### config.mk
export PLATFORM = sky130hd
export DESIGN_NAME = montgomery_mult_serial_flat
export DESIGN_NICKNAME = d
export VERILOG_FILES = /design/src/rtl/montgomery_mult_serial_if.sv /design/src/rtl/montgomery_mult_serial.sv /design/src/flat_wrapper.sv
export SDC_FILE = /design/constraint.sdc
export NUM_CORES = 1
export LEC_CHECK = 0
export ABC_AREA = 1
export CORE_ASPECT_RATIO = 0.8
export CORE_UTILIZATION = 35
export DETAILED_ROUTE_END_ITERATION = 8
export SYNTH_ARGS = -nofsm -noshare
export SYNTH_HDL_FRONTEND = slang
export SYNTH_SLANG_ARGS = --single-unit
### constraint.sdc
create_clock -name clk -period 6.69 [get_ports clk]
set_input_delay 1.0035 -clock clk [delete_from_list [all_inputs] [get_ports clk]]
set_output_delay 1.0035 -clock clk [all_outputs]
set_load 0.1 [all_outputs]
### src/rtl/montgomery_mult_serial_if.sv
// Handshake and operand bus between the modular-exponentiation controller (master)
// and the bit-serial Montgomery multiplier (slave).
//   enable       master -> slave  level request, held until done is seen
//   m, x, y      master -> slave  modulus and operands, sampled at start
//   R            master -> slave  2^WORD_WIDTH, compatibility only
//   done         slave -> master  high while the result is presented
//   mult_result  slave -> master  x*y*R^-1 mod m
//   op_err       slave -> master  operand error flag
interface montgomery_mult_serial_if #(
    parameter int WORD_WIDTH = 32
);
    logic                  enable;
    logic                  done;
    logic [WORD_WIDTH-1:0] m;
    logic [WORD_WIDTH-1:0] x;
    logic [WORD_WIDTH-1:0] y;
    logic [WORD_WIDTH:0]   R;
    logic [WORD_WIDTH-1:0] mult_result;
    logic                  op_err;

    modport master (
        output enable, m, x, y, R,
        input  done, mult_result, op_err
    );

    modport slave (
        input  enable, m, x, y, R,
        output done, mult_result, op_err
    );
endinterface

### src/rtl/montgomery_mult_serial.sv
// Bit-serial radix-2 Montgomery multiplier: mult_result = x*y*R^-1 mod m, R = 2^WORD_WIDTH.
// One multiplier bit is consumed per clock; a result is ready WORD_WIDTH+2 cycles after start.
// Ports:
//   clk    rising-edge clock
//   reset  asynchronous, active-high; returns to idle and clears all outputs
//   bus    montgomery_mult_serial_if slave modport (enable/done handshake, m/x/y operands,
//          unused R, mult_result, op_err)
// Optional feature: define MONT_MULT_OPERAND_CHECK_EN to reject even m or x/y >= m; the
// operation then completes at once with mult_result=0 and op_err=1. Without it op_err is 0.
module montgomery_mult_serial #(
    parameter int WORD_WIDTH = 32
) (
    input logic                    clk,
    input logic                    reset,
    montgomery_mult_serial_if.slave bus
);
    localparam int CNT_W = (WORD_WIDTH > 1) ? $clog2(WORD_WIDTH) : 1;
    localparam int ACC_W = WORD_WIDTH + 1;
    localparam logic [CNT_W-1:0] CNT_LAST = CNT_W'(WORD_WIDTH - 1);

    typedef enum logic [1:0] {StIdle, StIter, StCorrect, StDone} state_e;

    state_e                state_q;
    logic [WORD_WIDTH-1:0] m_q;
    logic [WORD_WIDTH-1:0] x_q;
    logic [WORD_WIDTH-1:0] y_q;
    logic [ACC_W-1:0]      acc_q;
    logic [CNT_W-1:0]      cnt_q;
    logic                  done_q;
    logic [WORD_WIDTH-1:0] result_q;

    logic [WORD_WIDTH+1:0] t_sum;
    logic [WORD_WIDTH+1:0] t_add;
    logic [WORD_WIDTH-1:0] acc_sub;
    logic [WORD_WIDTH-1:0] corrected;

    always_comb begin
        t_sum = {1'b0, acc_q} + (x_q[cnt_q] ? {2'b00, y_q} : '0);
        // Adding m when odd makes t divisible by 2 without changing its residue.
        t_add = t_sum[0] ? (t_sum + {2'b00, m_q}) : t_sum;
        // acc < 2m, so the low bits of acc-m are exact whenever acc >= m.
        acc_sub   = acc_q[WORD_WIDTH-1:0] - m_q;
        corrected = (acc_q >= {1'b0, m_q}) ? acc_sub : acc_q[WORD_WIDTH-1:0];
    end

`ifdef MONT_MULT_OPERAND_CHECK_EN
    logic op_err_q;
    logic ops_bad;

    always_comb begin
        ops_bad = !bus.m[0] || (bus.x >= bus.m) || (bus.y >= bus.m);
    end

    assign bus.op_err = op_err_q;
`else
    assign bus.op_err = 1'b0;
`endif

    always_ff @(posedge clk or posedge reset) begin
        if (reset) begin
            state_q  <= StIdle;
            m_q      <= '0;
            x_q      <= '0;
            y_q      <= '0;
            acc_q    <= '0;
            cnt_q    <= '0;
            done_q   <= 1'b0;
            result_q <= '0;
`ifdef MONT_MULT_OPERAND_CHECK_EN
            op_err_q <= 1'b0;
`endif
        end else begin
            case (state_q)
                StIdle: begin
                    if (bus.enable) begin
                        m_q     <= bus.m;
                        x_q     <= bus.x;
                        y_q     <= bus.y;
                        acc_q   <= '0;
                        cnt_q   <= '0;
                        state_q <= StIter;
`ifdef MONT_MULT_OPERAND_CHECK_EN
                        op_err_q <= 1'b0;
                        // Later assignments override the normal start path.
                        if (ops_bad) begin
                            result_q <= '0;
                            op_err_q <= 1'b1;
                            done_q   <= 1'b1;
                            state_q  <= StDone;
                        end
`endif
                    end
                end
                StIter: begin
                    if (!bus.enable) begin
                        state_q <= StIdle;
                    end else begin
                        acc_q <= ACC_W'(t_add >> 1);
                        cnt_q <= cnt_q + 1'b1;
                        if (cnt_q == CNT_LAST) begin
                            state_q <= StCorrect;
                        end
                    end
                end
                StCorrect: begin
                    if (!bus.enable) begin
                        state_q <= StIdle;
                    end else begin
                        result_q <= corrected;
                        done_q   <= 1'b1;
                        state_q  <= StDone;
                    end
                end
                StDone: begin
                    if (!bus.enable) begin
                        done_q  <= 1'b0;
                        state_q <= StIdle;
                    end
                end
                default: begin
                    state_q <= StIdle;
                    done_q  <= 1'b0;
                end
            endcase
        end
    end

    assign bus.done        = done_q;
    assign bus.mult_result = result_q;
endmodule
### src/flat_wrapper.sv
// flat-port wrapper written by rule: the top's interface ports become plain ports
module montgomery_mult_serial_flat 
#(
    parameter int WORD_WIDTH = 32
)
  (clk, reset, bus_enable, bus_m, bus_x, bus_y, bus_R, bus_done, bus_mult_result, bus_op_err);
  montgomery_mult_serial_if #(.WORD_WIDTH(WORD_WIDTH)) bus_i ();
  input logic clk;
  input logic reset;
  input wire logic [$bits(bus_i.enable)-1:0] bus_enable;
  input wire logic [$bits(bus_i.m)-1:0] bus_m;
  input wire logic [$bits(bus_i.x)-1:0] bus_x;
  input wire logic [$bits(bus_i.y)-1:0] bus_y;
  input wire logic [$bits(bus_i.R)-1:0] bus_R;
  output wire logic [$bits(bus_i.done)-1:0] bus_done;
  output wire logic [$bits(bus_i.mult_result)-1:0] bus_mult_result;
  output wire logic [$bits(bus_i.op_err)-1:0] bus_op_err;
  assign bus_i.enable = bus_enable;
  assign bus_i.m = bus_m;
  assign bus_i.x = bus_x;
  assign bus_i.y = bus_y;
  assign bus_i.R = bus_R;
  assign bus_done = bus_i.done;
  assign bus_mult_result = bus_i.mult_result;
  assign bus_op_err = bus_i.op_err;
  montgomery_mult_serial #(.WORD_WIDTH(WORD_WIDTH)) u_core (.clk(clk), .reset(reset), .bus(bus_i));
endmodule
Yosys cells after proc, flatten, opt, wreduce, memory -nomap -nowiden
Index checks and enable logic that the tools add are counted.
{ "totals": {"reg_bits": 169, "output_inout_bits": 34, "latch_bits": 0, "memories": 0, "rom_bits": 0, "elab_cells": 51, "mem_bits_rw": 0} }
{ "op_classes": {"n_mul": 0, "n_shift": 0, "div_mod_pow": 0, "n_mux": 20, "reduce_logical": 8, "n_addsub": 4, "bitwise": 0, "order_cmp": 2, "eq_ne": 9} }
{ "op_table": {"columns": ["op", "count"], "rows": [
  ["2-to-1 mux 33 bit", 2],
  ["one-hot mux 33 bit (2 select lines)", 1],
  ["2-to-1 mux 32 bit", 2],
  ["adder 33 x 34 -> 34 bit", 1],
  ["adder 34 x 32 -> 34 bit", 1],
  ["2-to-1 mux 34 bit", 1],
  ["greater-or-equal comparator 33 x 32 -> 1 bit", 1],
  ["subtractor 32 bit", 1],
  ["2-to-1 mux 2 bit", 5],
  ["2-to-1 mux 5 bit", 2],
  ["one-hot mux 5 bit (2 select lines)", 1],
  ["AND reduction 3 bit", 3],
  ["inequality test 2 bit (second input constant)", 4],
  ["one-hot mux 2 bit (4 select lines)", 1],
  ["less-than comparator 5 x 6 -> 1 bit (second input constant)", 1],
  ["adder 5 x 1 -> 5 bit (second input constant)", 1],
  ["binary-select mux 1 bit (select 5 bit)", 1],
  ["== test 5 bit (second input constant)", 1],
  ["== test 2 bit (second input constant)", 2],
  ["AND reduction 2 bit", 2],
  ["nonzero test 2 bit", 2],
  ["2-to-1 mux 1 bit", 3],
  ["inequality test 3 x 2 -> 1 bit (second input constant)", 1],
  ["== test 2 x 1 -> 1 bit (second input constant)", 1],
  ["2 further kinds", 2]
]} }

Logic depth before layout (Yosys ltp)
{ "depth": {"ltp_word": 8, "mapped_depth": 37, "ltp_nobuf": 36} }

Least setup slack after synthesis
No wires, ideal clock.
{ "synth_path": {"kind": "reg-to-reg", "from": "reg u_core.cnt_q[0]", "to": "reg u_core.acc_q[23]", "synth_period_minus_slack_ns": 4.327, "setup_ns": 0.118, "n_path_buf": 1, "required_ns": 6.572, "path_stages_with_launch": 34, "arrival_ns": 4.209, "path_slack_ns": 2.363, "path_cell_list": "dfrtp_1 -> inv_1 -> buf_2 -> nor2_1 -> o221ai_1 -> nand3_1 -> nand3_1 -> nand2_1 -> nor2_1 -> ha_1 -> inv_1 -> fa_1 -> inv_1 -> nand2_1 -> nand2_1 -> and2_1 -> nand2_1 -> nand2_1 -> nand3_1 -> nand2_1 -> nand2_1 -> nand3_1 -> nand2_1 -> ha_1 -> nand2_1 -> nor2_1 -> inv_1 -> nor2_1 -> inv_1 -> or2_2 -> nand4_1 -> nand3_1 -> nand3_1 -> nand2_1"} }
{ "synth_between": {"elab_chain_len": 8} }
{ "synth_rtl": {"columns": ["item", "line_no", "text"], "rows": [
  ["start, declared", "montgomery_mult_serial.sv:28", "logic [CNT_W-1:0] cnt_q;"],
  ["start signal, assigned", "montgomery_mult_serial.sv:99", "cnt_q <= cnt_q + 1'b1;"],
  ["binary-select mux 1 bit (select 5 bit) *", "montgomery_mult_serial.sv:38", "t_sum = {1'b0, acc_q} + (x_q[cnt_q] ? {2'b00, y_q} : '0);"],
  ["2-to-1 mux 1 bit (implied by the code) *", "montgomery_mult_serial.sv:38", null],
  ["2-to-1 mux 32 bit *", "montgomery_mult_serial.sv:38", null],
  ["adder 33 x 34 -> 34 bit *", "montgomery_mult_serial.sv:38", null],
  ["adder 34 x 32 -> 34 bit", "montgomery_mult_serial.sv:40", "t_add = t_sum[0] ? (t_sum + {2'b00, m_q}) : t_sum;"],
  ["2-to-1 mux 34 bit *", "montgomery_mult_serial.sv:40", null],
  ["2-to-1 mux 33 bit *", "montgomery_mult_serial.sv:95", "if (!bus.enable) begin"],
  ["one-hot mux 33 bit (2 select lines) *", "montgomery_mult_serial.sv:73", "case (state_q)"],
  ["end signal, assigned", "montgomery_mult_serial.sv:98", "acc_q <= ACC_W'(t_add >> 1);"],
  ["end, declared", "montgomery_mult_serial.sv:27", "logic [ACC_W-1:0] acc_q;"]
]} }
Mark *: on every way between the ends. The rest lies on a longest branch, timed or not. The select of a mux whose other input is x is not followed.
A chain may end at the register's enable or synchronous reset.

Final worst setup path
{ "layout_path": {"from": "reg u_core.cnt_q[0]", "to": "reg u_core.acc_q[26]"} }
The elaborated chain is that of the path after synthesis.

==> qor.yml <==
maxCapViolations: 0
grt_total_ovfl: 0
portBuffers: 131
cpPeakStageDelay_ns: 0.42
design.final.nets: 2540
drc: 0
ctsResizeCount: 0
worst-r2r-cell-count: 33
slew_headroom_pct: 33.8
groute.layer.met2.usage_pct: 38.4
floorplan.die.width_microns: 226
grt_max_degree: 88
drt_iter0_drc: 1228
hold_path.class: "reg2reg"
critPathSlowestCell: "sky130_fd_sc_hd__inv_1"
syn_inst: 2202
globalplace.congestion: 0.940
path_clk_slew_ns: 0.07
initial_utilization_pct: 35.5
global_route_wire_length_before_repair_mm: 78.3
num_vias: 14500
setup_total_negative_slack_ns: 0
layout_min_cycle_time_ns: 5.69
intPower_uw: 3340
grtUsageMet1_pct: 37.2
ir_worst_vdd_mv: 0.219
globalRouteMet3Util_pct: 3.81
ys_warn_count: 0
power_density_nw_per_um2: 445
ios: 166
yosys_most_used_dff: "sky130_fd_sc_hd__dfrtp_1"
clockPowerShare_pct: 14.2
crit_top_cell: "sky130_fd_sc_hd__nand2_1"
synth.top_cells.by_count: "sky130_fd_sc_hd__nand2_1 (730), sky130_fd_sc_hd__inv_1 (284), sky130_fd_sc_hd__nor2_1 (223)"
final.period_utilization_pct: 85.1
hold_viol_final: 0
tritoncts: "done"
drive_gt1_share_pct: 2.63
holdPathStages: 2
design_power_total_uw: 7320
synth_sequential_area_ratio_pct: 30.1
synth_area_leaders: "sky130_fd_sc_hd__dfrtp_1 (30%), sky130_fd_sc_hd__nand2_1 (20%), sky130_fd_sc_hd__ha_1 (8.6%), sky130_fd_sc_hd__inv_1 (7.6%), sky130_fd_sc_hd__nand3_1 (6.8%)"
antenna_found_initial: 0
synth_area_sq_um: 14000
detailedRoute.firstPassIterationCount: 8
gr-max-usage-layer: "met2"
power.static_leakage_uw: 0.00843
cp_data_required_time_ns: 7.04
core.rowCount: 65
postCtsHoldBufs: 0
antenna_violating_nets_post_route: 0
yosysTopAreaCellShare_pct: 30.1
groute.usage.overall_pct: 25.2
timing_worst_setup_path_type: "reg2reg"
route.detailed.wl_per_inst_microns: 17.6
post_synth_arst_share_pct: 100
num_antenna_cells: 0
total_switching_power_uw: 3980
post_cts_buffers: 0
rsz0062_at_grt: "no"
critPathMaxFanout: 18
setup.worst_path.end_class: "flop"
startpoint_type: "flop"
cts_sinks: 169
cts.root.buffer_cell: "sky130_fd_sc_hd__clkbuf_16"
worst-endpoint-arrival_ns: 6.04
power_frac_comb_pct: 65.6
die_h_microns: 181
power.share.sequential_pct: 20.2
cts_buffers: 17
synth_area_leader_cell: "sky130_fd_sc_hd__dfrtp_1"
via_per_inst: 5.08
synthesis.area_per_instance_sq_um: 6.38
ys_ff_latch: 169
post_synth_edffs: 0
synthToLayoutAreaGrowth_pct: 17.1
maxClockFrequency_mhz: 176
yosysUniqueCellTypes: 46
cts.htree.levels: 4
drv_slew: 0
place_hpwl_mm: 41.1
postSynthNetCount: 2434
detail_route.wirelength_mm: 50.3
latest_clock_arrival_within_the_worst_skew_pair_ns: 0.47
outcome: "finished clean"
fillers: 4307
grt_pass1_vias: 14000
post-synth-top-count-cell: "sky130_fd_sc_hd__nand2_1"
cts.path.max_buffers: 2
timing_worst_slew_pin_value_ns: 0.990
largest_clock_skew_in_the_final_design_ns: 0.0151
report.final.setup_viol: 0
fp.dieArea_sq_um: 40900
placeableCoreArea_sq_um: 39500
netSwitchingFraction_pct: 54.4
per-stage QoR:
stage | utilization [%] | std cells | hold WS (ns) | worst slack, ns | instance area [sq um]
after global placement | 40.1 | 2825 | 0.454 | 1.19 | 15900
final | 41.6 | 2857 | 0.473 | 0.999 | 16500
after detailed placement | 40.1 | 2825 | 0.457 | 1.10 | 15900
after floorplan | - | 2202 | 0.437 | 1.11 | 14000
after CTS | 41.6 | 2857 | 0.475 | 1.06 | 16500
after global routing | 41.6 | 2857 | 0.495 | 0.438 | 16500
final timing paths:
kind / start / to / slack (ns)
max in group asynchronous: reset / u_core.y_q[15]$_DFFE_PP0P_ / 4.54
max reg2reg: u_core.cnt_q[0]$_DFFE_PP0P_ / u_core.acc_q[26]$_DFFE_PP0P_ / 1.0
min in group asynchronous: reset / u_core.m_q[11]$_DFFE_PP0P_ / 0.92
min reg2reg: u_core.x_q[18]$_DFFE_PP0P_ / u_core.x_q[18]$_DFFE_PP0P_ / 0.47
max: u_core.cnt_q[0]$_DFFE_PP0P_ / u_core.acc_q[26]$_DFFE_PP0P_ / 1.0
min: u_core.x_q[18]$_DFFE_PP0P_ / u_core.x_q[18]$_DFFE_PP0P_ / 0.47
sequential cells by signal, indices dropped and copies added, names as in the netlist:
signal,cells
u_core.bus.mult_result,32
u_core.y_q,32
u_core.state_q,2
u_core.bus.done,1
u_core.cnt_q,5
u_core.acc_q,33
u_core.m_q,32
u_core.x_q,32
cell families (layout without fill, tap and decap cells):
group | Yosys count | count (layout) | synth area share (%)
compound gates | 325 | 325 | 12.7
buf+inv | 342 | 461 | 9.66
flops | 169 | 169 | 30.1
fa+ha+maj | 100 | 100 | 9.07
other cells | 1 | 1 | 0.0267
xor+xnor | 34 | 34 | 2.12
simple gates | 1231 | 1231 | 36.3
critical path: cells and delay by family, from the launching register on:
family,cells,cell delay (ns)
AOI/OAI and AO/OA,5,1.19
adders and majority gates,3,1.07
buffers and inverters,5,0.85
DFF,1,0.36
and+or+nand+nor,20,2.13
power groups by stage:
stage / logic (uW) / clock network [uW] / registers, uW
3_5_place_dp: 4710 / 0 / 1480
5_1_grt: 5390 / 1100 / 1490
2_1_floorplan: 3420 / 0 / 1420
4_1_cts: 4730 / 1060 / 1460
6_report: 4800 / 1040 / 1480
3_3_place_gp: 4680 / 0 / 1480
layer usage:
layer / part of all wire, % / up-vias
met1: 50 / 6744
met3: 5.4 / 51
met2: 43 / 421
met5: 0 / -
met4: 1.7 / 0
li1: - / 7303
cell type report:
| cell class | count | area [sq um] | share of cell area (%) |
|---|---|---|---|
| multi-input cells | 1691 | 8480 | 51.5 |
| clock inverters | 13 | 166 | 1.01 |
| flip-flops and latches | 169 | 4230 | 25.7 |
| repair buffers | 142 | 1390 | 8.47 |
| clock buffers | 19 | 433 | 2.63 |
| inverters | 287 | 1080 | 6.58 |
| well taps | 536 | 671 | 4.08 |
placed cells by master, fill, tap and decap left out, types with 3 or more instances in the layout:
cell type                         count
sky130_fd_sc_hd__nor3_1              20
sky130_fd_sc_hd__inv_6                4
sky130_fd_sc_hd__and3_1               6
sky130_fd_sc_hd__ha_1                97
sky130_fd_sc_hd__o211ai_1            14
sky130_fd_sc_hd__nand2_1            730
sky130_fd_sc_hd__o22ai_1              3
sky130_fd_sc_hd__nand3_1            192
sky130_fd_sc_hd__xnor2_1             18
sky130_fd_sc_hd__nand2_2              3
sky130_fd_sc_hd__o21bai_1            12
sky130_fd_sc_hd__a21boi_0             4
sky130_fd_sc_hd__o21ai_0            154
sky130_fd_sc_hd__inv_1              283
sky130_fd_sc_hd__fa_1                 3
sky130_fd_sc_hd__o221ai_1             9
sky130_fd_sc_hd__nand4_1             17
sky130_fd_sc_hd__dfrtp_1            169
sky130_fd_sc_hd__o21a_1               8
sky130_fd_sc_hd__or2_2                4
sky130_fd_sc_hd__nor4_1               4
sky130_fd_sc_hd__a21oi_1            109
sky130_fd_sc_hd__nor2_1             222
sky130_fd_sc_hd__buf_4               11
sky130_fd_sc_hd__clkbuf_16           17
sky130_fd_sc_hd__bufinv_16            3
sky130_fd_sc_hd__clkdlybuf4s50_1    131
sky130_fd_sc_hd__clkinv_2             3
sky130_fd_sc_hd__nand3b_1            20
sky130_fd_sc_hd__xor2_1              16
sky130_fd_sc_hd__a21o_1               6
Note: power is estimated with default switching activity, not from simulation.
